File: config.mk
export PLATFORM = sky130hd
export DESIGN_NAME = hazard_stall_ctrl
export DESIGN_NICKNAME = d
export VERILOG_FILES = /design/src/rtl/hazard_stall_ctrl.sv
export SDC_FILE = /design/constraint.sdc
export NUM_CORES = 1
export LEC_CHECK = 0
export CAP_MARGIN = 10
export CORE_MARGIN = 2
export CORE_UTILIZATION = 42
export DETAILED_ROUTE_END_ITERATION = 8
export GPL_TIMING_DRIVEN = 0
export MAX_ROUTING_LAYER = met4
export PLACE_DENSITY = 0.8
export REMOVE_ABC_BUFFERS = 1
export SLEW_MARGIN = 25
export SYNTH_ARGS = -nofsm -noshare
export SYNTH_HDL_FRONTEND = slang
export SYNTH_SLANG_ARGS = --single-unit
File: constraint.sdc
create_clock -name clk -period 2.4 [get_ports clk]
set_clock_uncertainty 0.1 [all_clocks]
set_input_delay 0.48 -clock clk [delete_from_list [all_inputs] [get_ports clk]]
set_output_delay 0.48 -clock clk [all_outputs]
set_load 0.02 [all_outputs]
File: src/rtl/hazard_stall_ctrl.sv
// Pipeline interlock: tracks destination writes of E/M/W and generates stall/bubble/flush/redirect.
// Optional RAW stall-cycle counter (stall_cnt port) is built only when HAZ_STALL_CNT_EN is defined.
module hazard_stall_ctrl (
  input  logic       clk,
  input  logic       reset_n,
  input  logic       d_valid,
  input  logic [3:0] d_rs1,
  input  logic [3:0] d_rs2,
  input  logic       d_use_rs1,
  input  logic       d_use_rs2,
  input  logic       d_wr_reg,
  input  logic [3:0] d_dst,
  input  logic       ex_br_taken,
  input  logic       mem_busy,
  output logic       hold,
  output logic       stall_f,
  output logic       stall_d,
  output logic       bubble_e,
  output logic       flush_d,
  output logic       pc_sel_br,
  output logic       e_valid,
  output logic       m_valid,
  output logic       w_valid
`ifdef HAZ_STALL_CNT_EN
  ,
  output logic [31:0] stall_cnt
`endif
);

  typedef struct packed {
    logic       valid;
    logic       wr;
    logic [3:0] dst;
  } shadow_t;

  shadow_t e_q, e_d;
  shadow_t m_q, m_d;
  // W only needs occupancy: the register file is write-first, so its dst never causes a stall.
  logic    w_valid_q, w_valid_d;

  logic    match_rs1, match_rs2;
  logic    raw, br, raw_stall;

  always_comb begin
    match_rs1 = (e_q.valid && e_q.wr && (e_q.dst == d_rs1)) ||
                (m_q.valid && m_q.wr && (m_q.dst == d_rs1));
    match_rs2 = (e_q.valid && e_q.wr && (e_q.dst == d_rs2)) ||
                (m_q.valid && m_q.wr && (m_q.dst == d_rs2));
    raw       = d_valid && ((d_use_rs1 && match_rs1) || (d_use_rs2 && match_rs2));
    br        = e_q.valid && ex_br_taken;
    raw_stall = !mem_busy && !br && raw;
  end

  // Priority: memory freeze over branch redirect over RAW interlock.
  always_comb begin
    hold      = 1'b0;
    stall_f   = 1'b0;
    stall_d   = 1'b0;
    bubble_e  = 1'b0;
    flush_d   = 1'b0;
    pc_sel_br = 1'b0;
    if (mem_busy) begin
      hold    = 1'b1;
      stall_f = 1'b1;
      stall_d = 1'b1;
    end else if (br) begin
      pc_sel_br = 1'b1;
      flush_d   = 1'b1;
      bubble_e  = 1'b1;
    end else if (raw) begin
      stall_f  = 1'b1;
      stall_d  = 1'b1;
      bubble_e = 1'b1;
    end
  end

  always_comb begin
    e_d       = e_q;
    m_d       = m_q;
    w_valid_d = w_valid_q;
    if (!mem_busy) begin
      w_valid_d = m_q.valid;
      m_d       = e_q;
      if (bubble_e) begin
        e_d = '0;
      end else begin
        e_d.valid = d_valid;
        e_d.wr    = d_wr_reg;
        e_d.dst   = d_dst;
      end
    end
  end

  always_ff @(posedge clk or negedge reset_n) begin
    if (!reset_n) begin
      e_q       <= '0;
      m_q       <= '0;
      w_valid_q <= 1'b0;
    end else begin
      e_q       <= e_d;
      m_q       <= m_d;
      w_valid_q <= w_valid_d;
    end
  end

  assign e_valid = e_q.valid;
  assign m_valid = m_q.valid;
  assign w_valid = w_valid_q;

`ifdef HAZ_STALL_CNT_EN
  logic [31:0] stall_cnt_q, stall_cnt_d;

  always_comb begin
    stall_cnt_d = stall_cnt_q;
    if (raw_stall) stall_cnt_d = stall_cnt_q + 32'd1;
  end

  always_ff @(posedge clk or negedge reset_n) begin
    if (!reset_n) stall_cnt_q <= '0;
    else          stall_cnt_q <= stall_cnt_d;
  end

  assign stall_cnt = stall_cnt_q;
`else
  logic unused_raw_stall;
  assign unused_raw_stall = raw_stall;
`endif

endmodule

# After elaboration in Yosys (flattened, before gate mapping)

Cells that the tools add are included.
W data, S select, Z words.

Equality and inequality tests: 4
Multiplexer cells: 9
Reduce and logical (&&, ||, !) cells: 13

Operators with widths:

| operator            | number |
|---|---|
| $eq A4 B4 Y1        | 4 |
| $logic_and A1 B1 Y1 | 10 |
| $mux W1             | 8 |
| $mux W6             | 1 |
| $logic_or A1 B1 Y1  | 3 |

Register bits: 13
Input bits: 20
Output and inout bits: 9
Word-level logic and storage cells: 33

# Longest topological paths before layout

Gate-level depths: netlist (run 1).

Depth in word-level cells: 10
Depth in mapped cells: 6
Depth with buffers taken out: 5

# Least setup slack after synthesis (run 1)

No wires, ideal clock.

Path kind: input port to output port
Start point: in d_rs1[0]
End point: out bubble_e
Data arrival time: 1835 ps
Data required time: 1820 ps
Slack: -15 ps
Stages: 4
Path buffers: 0
Cells stage by stage: xor2_1 > or4_1 > a41o_1 > a21oi_1

Word-level cells in the longest chain between the ends: 9
Elaborated cells between the ends (all ways): 11
Those cells by class: eq/ne: 2; mux: 3; reduce/logical: 6

Ends and longest elaborated chain:

| what                                   | line   | source |
|---|---|---|
| from (decl)                            | 7      | `input logic [3:0] d_rs1,` |
| $eq A4 B4 Y1 (on tied branches)        | 45, 46 |  |
| $logic_and A1 B1 Y1 (on tied branches) | 45, 46 |  |
| $logic_or A1 B1 Y1 *                   | 45     | `match_rs1 = (e_q.valid && e_q.wr && (e_q.dst == d_rs1)) \|\|` |
| $logic_and A1 B1 Y1 *                  | 49     | `raw = d_valid && ((d_use_rs1 && match_rs1) \|\| (d_use_rs2 && match_rs2));` |
| $logic_or A1 B1 Y1 *                   | 49     |  |
| $logic_and A1 B1 Y1 *                  | 49     |  |
| $mux W1 *                              | 70     | `end else if (raw) begin` |
| $mux W1 *                              | 66     | `end else if (br) begin` |
| $mux W1 *                              | 62     | `if (mem_busy) begin` |
| to (decl)                              | 18     | `output logic bubble_e,` |

Mark *: on every way between the ends. The rest lies on a longest branch, timed or not.

# Worst setup path after layout (run 1)

Start point: in d_rs2[0]
End point: out bubble_e

Word-level cells in the longest chain between the ends: 9
Elaborated cells between the ends (all ways): 11
Those cells by class: eq/ne: 2; mux: 3; reduce/logical: 6

Ends and longest elaborated chain:

| what                                   | line   | source |
|---|---|---|
| from (decl)                            | 8      | `input logic [3:0] d_rs2,` |
| $eq A4 B4 Y1 (on tied branches)        | 47, 48 |  |
| $logic_and A1 B1 Y1 (on tied branches) | 47, 48 |  |
| $logic_or A1 B1 Y1 *                   | 47     | `match_rs2 = (e_q.valid && e_q.wr && (e_q.dst == d_rs2)) \|\|` |
| $logic_and A1 B1 Y1 *                  | 49     |  |
| $logic_or A1 B1 Y1 *                   | 49     |  |
| $logic_and A1 B1 Y1 *                  | 49     |  |
| $mux W1 *                              | 70     |  |
| $mux W1 *                              | 66     |  |
| $mux W1 *                              | 62     |  |

Marks and branches as above.

==> results of run 1 <==
-- kinds of logic after synthesis --
family                 Yosys count  synth area share, %
multiplexers                     7                10.62
XOR/XNOR                        16                18.89
flip-flops                      13                43.84
buffers and inverters            6                4.553
AO/OA/AOI/OAI                   10                11.64
AND/OR/NAND/NOR                 14                10.45
-- worst max-delay path, stage by stage --
cell and delay (ps):
dlygate4sd2_1 260, xor2_1 150, or4_1 560, a41o_1 280
a21oi_2 130, buf_6 130
-- what timing repair did --
item	in CTS	in global routing
setup buffers	3	1
endpoints found under the setup margin	6	3
pin swaps	10	2
gates resized for setup	37	3
-- Yosys cell counts --
cell type | instances | area share (%)
nand4_1 | 5 | 4.2
nor2_1 | 2 | 1.0
o31ai_1 | 1 | 1.0
xor2_1 | 10 | 12
buf_4 | 3 | 3.0
a21oi_1 | 2 | 1.3
a31o_2 | 1 | 1.2
inv_1 | 1 | 0.51
dfrtp_1 | 13 | 44
mux2_2 | 7 | 11
or4_1 | 3 | 3.0
nand3_1 | 1 | 0.67
nand2_1 | 3 | 1.5
clkbuf_1 | 2 | 1.0
a41o_1 | 1 | 1.3
a32o_1 | 5 | 6.7
xnor2_1 | 6 | 7.1
-- metal layers --
metal / up-vias / GRT usage (%) / routed length (µm)
met5: - / - / 0
met4: 0 / 6.857 / 11
met3: 2 / 4.762 / 86
met2: 22 / 32.78 / 834
met1: 298 / 19.26 / 689
li1: 301 / - / -
-- area by class of cell --
type                    count  area share [%]
well taps                  17           1.991
clock buffers               4           2.459
repair buffers             32           27.87
inverters                   1          0.3513
multi-input cells          47           36.89
flip-flops and latches     13           30.45
-- registers in the layout, indices dropped and copies added (netlist names) --
| signal | count |
|---|---|
| w_valid | 1 |
| m_q | 5 |
| e_q | 5 |
| m_valid | 1 |
| e_valid | 1 |
-- worst min-delay path by stage --
stage	endpoint	cells after the start	slack (ps)
after floorplan	e_q[0]	0	80
after global placement	w_valid	1	390
after detailed placement	w_valid	1	390
after CTS	w_valid	1	410
after global routing	w_valid	1	450
final	w_valid	1	410
-- per-stage QoR --
step | total power [µW] | cell area, µm² | setup slack (ps)
after floorplan | 364.0 | 711.9 | -14.62
after global placement | 447.7 | 1013 | -977.6
after detailed placement | 453.1 | 1013 | -1004
after CTS | 585.9 | 1050 | -175.7
after global routing | 622.8 | 1069 | -276.9
final | 587.7 | 1069 | -179.9
-- report_power, final --
part	switching (µW)	internal, µW
Sequential	31.7	249
Clock	72.2	64.3
Combinational	71.8	98.9
==> results.txt, run 1 <==
The average cell area after synthesis is 11.24 µm². The area of the core region is 1689 µm². Of all nets on the critical path, the largest fanout is 2.

In this run the most critical hold path is launched from w_valid. The final non-filler cell total came out at roughly 110. The utilization after layout came out at 63.26%. The number of failing hold endpoints at the final stage is 0.

Across all setup checks in the final design, the least slack found is -179.9 ps. The critical path ends at bubble_e. Setup repair after global routing could not meet its margin everywhere. For this run, design rule violations remaining after detail routing come to 0. The number of antenna-violating nets in the routed design is 0. The weighted congestion reported at the end of routability-driven placement is approximately 0.8. The number of pins with negative max-slew slack in the final report came out at 0.

The pin count of the biggest net entering global routing came out at 20. The TritonCTS clock tree is done. The number of instances in the synthesized netlist is 66.

The share of synthesized area occupied by flip-flops and latches came out at a little over two fifths. The leakage power came out at 0.0004735 µW. IR analysis of the VDD net gives a maximum drop of 0.3085 mV.

The floorplan step set the die height to 46.03 µm. The detailed placement HPWL came out at 1222 µm. For this run, the number of Yosys warnings is 0. Port buffering added 28 buffers. The number of DRC markers after the initial detailed-route iteration came out at 12. At the pin with the least slew margin, the transition time is between 500 and 600 ps.

The count of state elements after synthesis is 13. The post-synthesis cell type count is 17. The max-cap check violation count is 0. The setup path with the least slack is of type in2out. The mean routed wirelength per cell is between 10 and 15 µm. The die covers 2119 µm². The via count of the first global-routing pass came out at 612. The count of antenna diodes in the layout came out at 0. The sequential cell area in the final layout came out at roughly 330 µm².

The run finished, with violations left. In this run the worst setup path begins at d_rs2[0]. The initial standard-cell utilization of the core is 43.93%. The final-layout fill cell count came out at 156. The minimum clock period after layout came out at approximately 2600 ps. The number of placed cells counting well taps is 106. The checks that failed: setup timing. The H-tree level count is 1. The number of vias per cell after detailed routing is between 5 and 6.

For this design, the CTS-stage hold fixing added 0 buffers. The aggregate global-route resource usage came out at between 10% and 20%. The overall routed net length came out at 1621 µm.

The final number of setup-violating endpoints came out at 3. The area of the multi-input gates is 394.1 µm². The tightest hold path in the finished design has a slack of 409.4 ps. Leaving out fill and tap cells, the most frequent cell in the layout is dfrtp_1. The fmax is 387.6 MHz. The TritonCTS buffer count came out at 3. The CTS root buffer is clkbuf_4. The final period utilization is 107.5%. STA classifies the critical path startpoint as an input port. The required time of the critical path is 1820 ps. The min-delay analysis places its worst path in the category reg2reg.

The overall overflow remaining after global route came out at 0. The total number of nets in the final design is 118. The mapped netlist covers roughly 740 µm². The clock transition at the register clock pins on the worst setup and hold paths after CTS is approximately 80 ps.

The total vias in the final route came out at ~620. The share of final-layout standard cells stronger than drive strength 1 came out at 23.71%. The startpoint identified for the worst register-to-register timing path is e_q[0].

The number of antenna violations at the first check in global routing came out at 0. The standard-cell row count came out at 15. The headroom to the max-slew limit is 60.02%. The sum of negative setup slack came out at -389.4 ps. Power spread over the standard cell area amounts to 550.0 nW/µm². Measured in cells, the most critical reg-to-reg path has a length of 5. The slack of the worst reg-to-reg path is 340 ps. Measured along the x axis, the die boundary spans 46.03 µm. The element type at the critical path end is an output pin.

In the layout the commonest cells are dfrtp_1 (13), clkdlybuf4s50_1 (12), xor2_1 (10), dlygate4sd2_1 (10), mux2_2 (7). The deepest clock path buffer count is 2. Data on the critical path arrives at its endpoint at 2000 ps. The sink count of the clock tree is 13. The endpoint identified for the worst register-to-register timing path is e_q[1]. The insertion delay of the later-clocked pin in the worst-skew pair is 270 ps.

The wire length of the first global-routing pass came out at 2587 µm. Relative to the synthesized area, the layout overhead comes to 44.01%. The total I/O pin count is 29.

The number of optimization iterations in the first detailed-route pass is 4.
Power figures use the tool's default switching activity.
==> inputs of run 2 (changes only) <==
--- a/config.mk
+++ b/config.mk
@@ -6,12 +6,12 @@
 export NUM_CORES = 1
 export LEC_CHECK = 0
 export CAP_MARGIN = 10
-export CORE_MARGIN = 2
-export CORE_UTILIZATION = 42
+export CORE_AREA = 2 2 39 41
 export DETAILED_ROUTE_END_ITERATION = 8
-export GPL_TIMING_DRIVEN = 0
+export DIE_AREA = 0 0 41 43
+export DONT_BUFFER_PORTS = 1
 export MAX_ROUTING_LAYER = met4
-export PLACE_DENSITY = 0.8
+export PLACE_DENSITY = 0.76
 export REMOVE_ABC_BUFFERS = 1
 export SLEW_MARGIN = 25
 export SYNTH_ARGS = -nofsm -noshare
==> run 2 against run 1 <==
  * The run still ends with setup timing left
  * Cell area is 19% lower
  * Critical path depth fell by 1
  * Non-clock buffer count is 22 lower
  * Sequential share of layout area grew 7.3 points
  * Fmax shrank 0.16%
  * Critical endpoint unchanged
==> results.txt, run 2 (synthesis results as in run 1) <==
The most common cell after layout, fill and taps aside is dfrtp_1. The post-layout total power came out at 544.7 µW. Entering global routing, the biggest net connects 20 pins. The wire length of the first global-routing pass is between 2000 and 3000 µm. The number of failing hold endpoints at the final stage came to 0. The worst vdd rail ir drop is 0.4361 mV.

The overall overflow remaining after global route is 0. The total number of nets in the final design came out at 96. The fmax came out at 387.0 MHz. In this run, CTS created clock tree buffers numbering 3. In this run the worst path has a maximum fanout of 4. The worst hold endpoint is e_valid. In the finished design, the share of the clock period the worst path needs comes to 107.7%. The number of placed cells counting well taps is 82. The via count of the first global-routing pass is between 600 and 700. After clock tree synthesis, the clock-pin slew on the worst setup and hold paths is 80 ps. The sink count of the clock tree is 13. The floorplan has 14 rows. STA classifies the critical path endpoint as an output pin. The tree is rooted in a clkbuf_4. At the later pin of the worst-skew pair, clock insertion delay measures 270 ps. The number of vias per cell after detailed routing is roughly 6. The number of pins with negative max-slew slack in the final report came out at 0. The max-cap check violation count is 0. The count of antenna diodes in the layout is 0. The final non-filler cell total came out at just over 90. The number of antenna violations at the first check in global routing is 0. The total DRC errors in the routed layout came out at 0. Relative to the synthesized area, the layout overhead comes to 16.02%.

The worst register-to-register path ends at e_q[0]. The checks that failed: setup timing. The clock passes through at most 2 buffers. The number of buffers added on ports is 0.

The critical path in this run is classified as reg2out. The leakage power is ~0.00037 µW. The number of DRC markers after the initial detailed-route iteration is 1. The final-layout worst hold slack came out at 192.4 ps. The flow ran to the end, but the final reports show violations. For the worst setup path, the data required time is around 1800 ps. The worst setup path is launched from a flip-flop. The number of optimization iterations in the first detailed-route pass came out at 2.

In this run the number of H-tree levels came out at 1. The overall routed net length is 1631 µm. The path category of the worst min-delay check is in2reg.

After layout, the worst setup slack is -184.0 ps. The share of final-layout standard cells stronger than drive strength 1 came out at approximately 32%. Setup repair after global routing could not meet its margin everywhere. The final number of setup-violating endpoints is 3.

Leaving out fill and tap cells, the most frequent cells in the layout are dfrtp_1 (13), xor2_1 (10), buf_4 (8). The hold-critical path depth came out at 1. In the final timing run, aggregate negative setup slack is -194.3 ps. The total vias in the final route came out at 551. The die covers 1763 µm².

TritonCTS built the clock tree. The aggregate global-route resource usage is 23.53%. In this run the tightest slew margin relative to its limit is 59.90%. The number of cells on the worst reg-to-reg path is 6.

The minimum clock period after layout is 2584 ps. The worst register-to-register path begins at e_q[0]. The die extent in y is between 40 and 50 µm. Dividing total power by cell area gives a power density of 632.7 nW/µm². In this run the remaining antenna-violating nets after routing total 0. After legalization and detailed placement, the total HPWL measured between 1000 and 1500 µm.

The initial utilization of the core area, before any placement, comes to approximately 54%. The worst setup slack after placement came out at 71.59 ps. The slack of the worst reg-to-reg path is roughly 220 ps.

The mean routed wirelength per cell came out at 17.92 µm. The worst-margin pin slew came out at 599.5 ps. In the final layout, the registers with the most flip-flops are e_q: 5 flops, m_q: 5 flops. The die outline width is between 40 and 50 µm.

At the worst endpoint, the arrival time is about 2000 ps. The total I/O pin count is 29. The startpoint identified for the worst hold timing path is mem_busy. The weighted congestion reported at the end of routability-driven placement came out at 0.7487. The area of the core region is 1384 µm².
==> run 2: changes by cell type in the layout (fill, tap and decap cells not counted), sizes merged <==
cell	delta
clkdlybuf4s15	-2
clkdlybuf4s50	-12
dlygate4sd2	-10
clkinv	+1
clkbuf	-1
buf	+1
dlygate4sd3	+1
==> run 2: per-stage QoR <==
stage	util [%]	cell area, µm²
after floorplan	-	711.9
after global routing	62.21	860.8
after CTS	60.04	830.8
final	62.21	860.8
after global placement	55.61	769.5
after detailed placement	55.61	769.5
==> run 2: area by class of cell <==
type	count	area (µm²)
clock inverter	1	5.005
timing repair buffer	10	81.33
sequential	13	325.3
inverter	1	3.754
multi-input combinational	47	402.9
clock buffer	3	22.52
tap	16	20.02
fill	107	523.0
==> run 2: worst max-delay path: stages, from the launching register on <==
cell     delay [ps]
dfrtp_1         440
xor2_1          190
or4_4           540
a41o_1          280
a21oi_2         150
buf_6           130
==> run 2: worst max-delay path by stage <==
stage / from / endpoint / slack [ps] / cells after the start
after floorplan: d_rs1[0] / bubble_e / -10 / 4
after global placement: d_rs1[0] / bubble_e / 80 / 5
after detailed placement: d_rs1[0] / bubble_e / 70 / 5
after CTS: e_q[0] / bubble_e / -180 / 5
after global routing: e_q[0] / bubble_e / -260 / 5
final: e_q[0] / bubble_e / -180 / 5
==> run 2: power by group <==
part	switching, µW	total, µW	internal (µW)
clock network	74.3	136	61.7
registers	36.0	285	249
logic	56.2	124	67.7
total	166	545	378
==> run 2: timing repair <==
item,4_1_cts,5_1_grt
hold buffers,1,0
setup endpoints to repair,3,3
buffers inserted,2,2
gates resized for setup,1,4
pin swaps,3,6
endpoints found under the hold margin,13,0
==> run 2: layer usage <==
layer  vias to the layer above  track usage [%]  wire length [µm]  share of wire, %
li1                        263                -                 -                 -
met1                       267            23.37               572                35
met2                        17            34.69               955                59
met3                         4            7.853                68               4.2
met4                         0            20.00                36               2.2
met5                         -                -                 0                 0
==> inputs of run 3 (changes only) <==
--- a/config.mk
+++ b/config.mk
@@ -10,6 +10,7 @@
 export DETAILED_ROUTE_END_ITERATION = 8
 export DIE_AREA = 0 0 41 43
 export DONT_BUFFER_PORTS = 1
+export GPL_ROUTABILITY_DRIVEN = 1
 export MAX_ROUTING_LAYER = met4
 export PLACE_DENSITY = 0.76
 export REMOVE_ABC_BUFFERS = 1
==> results of run 3 <==
Final layout, timing and power as in run 2 (identical DEF).
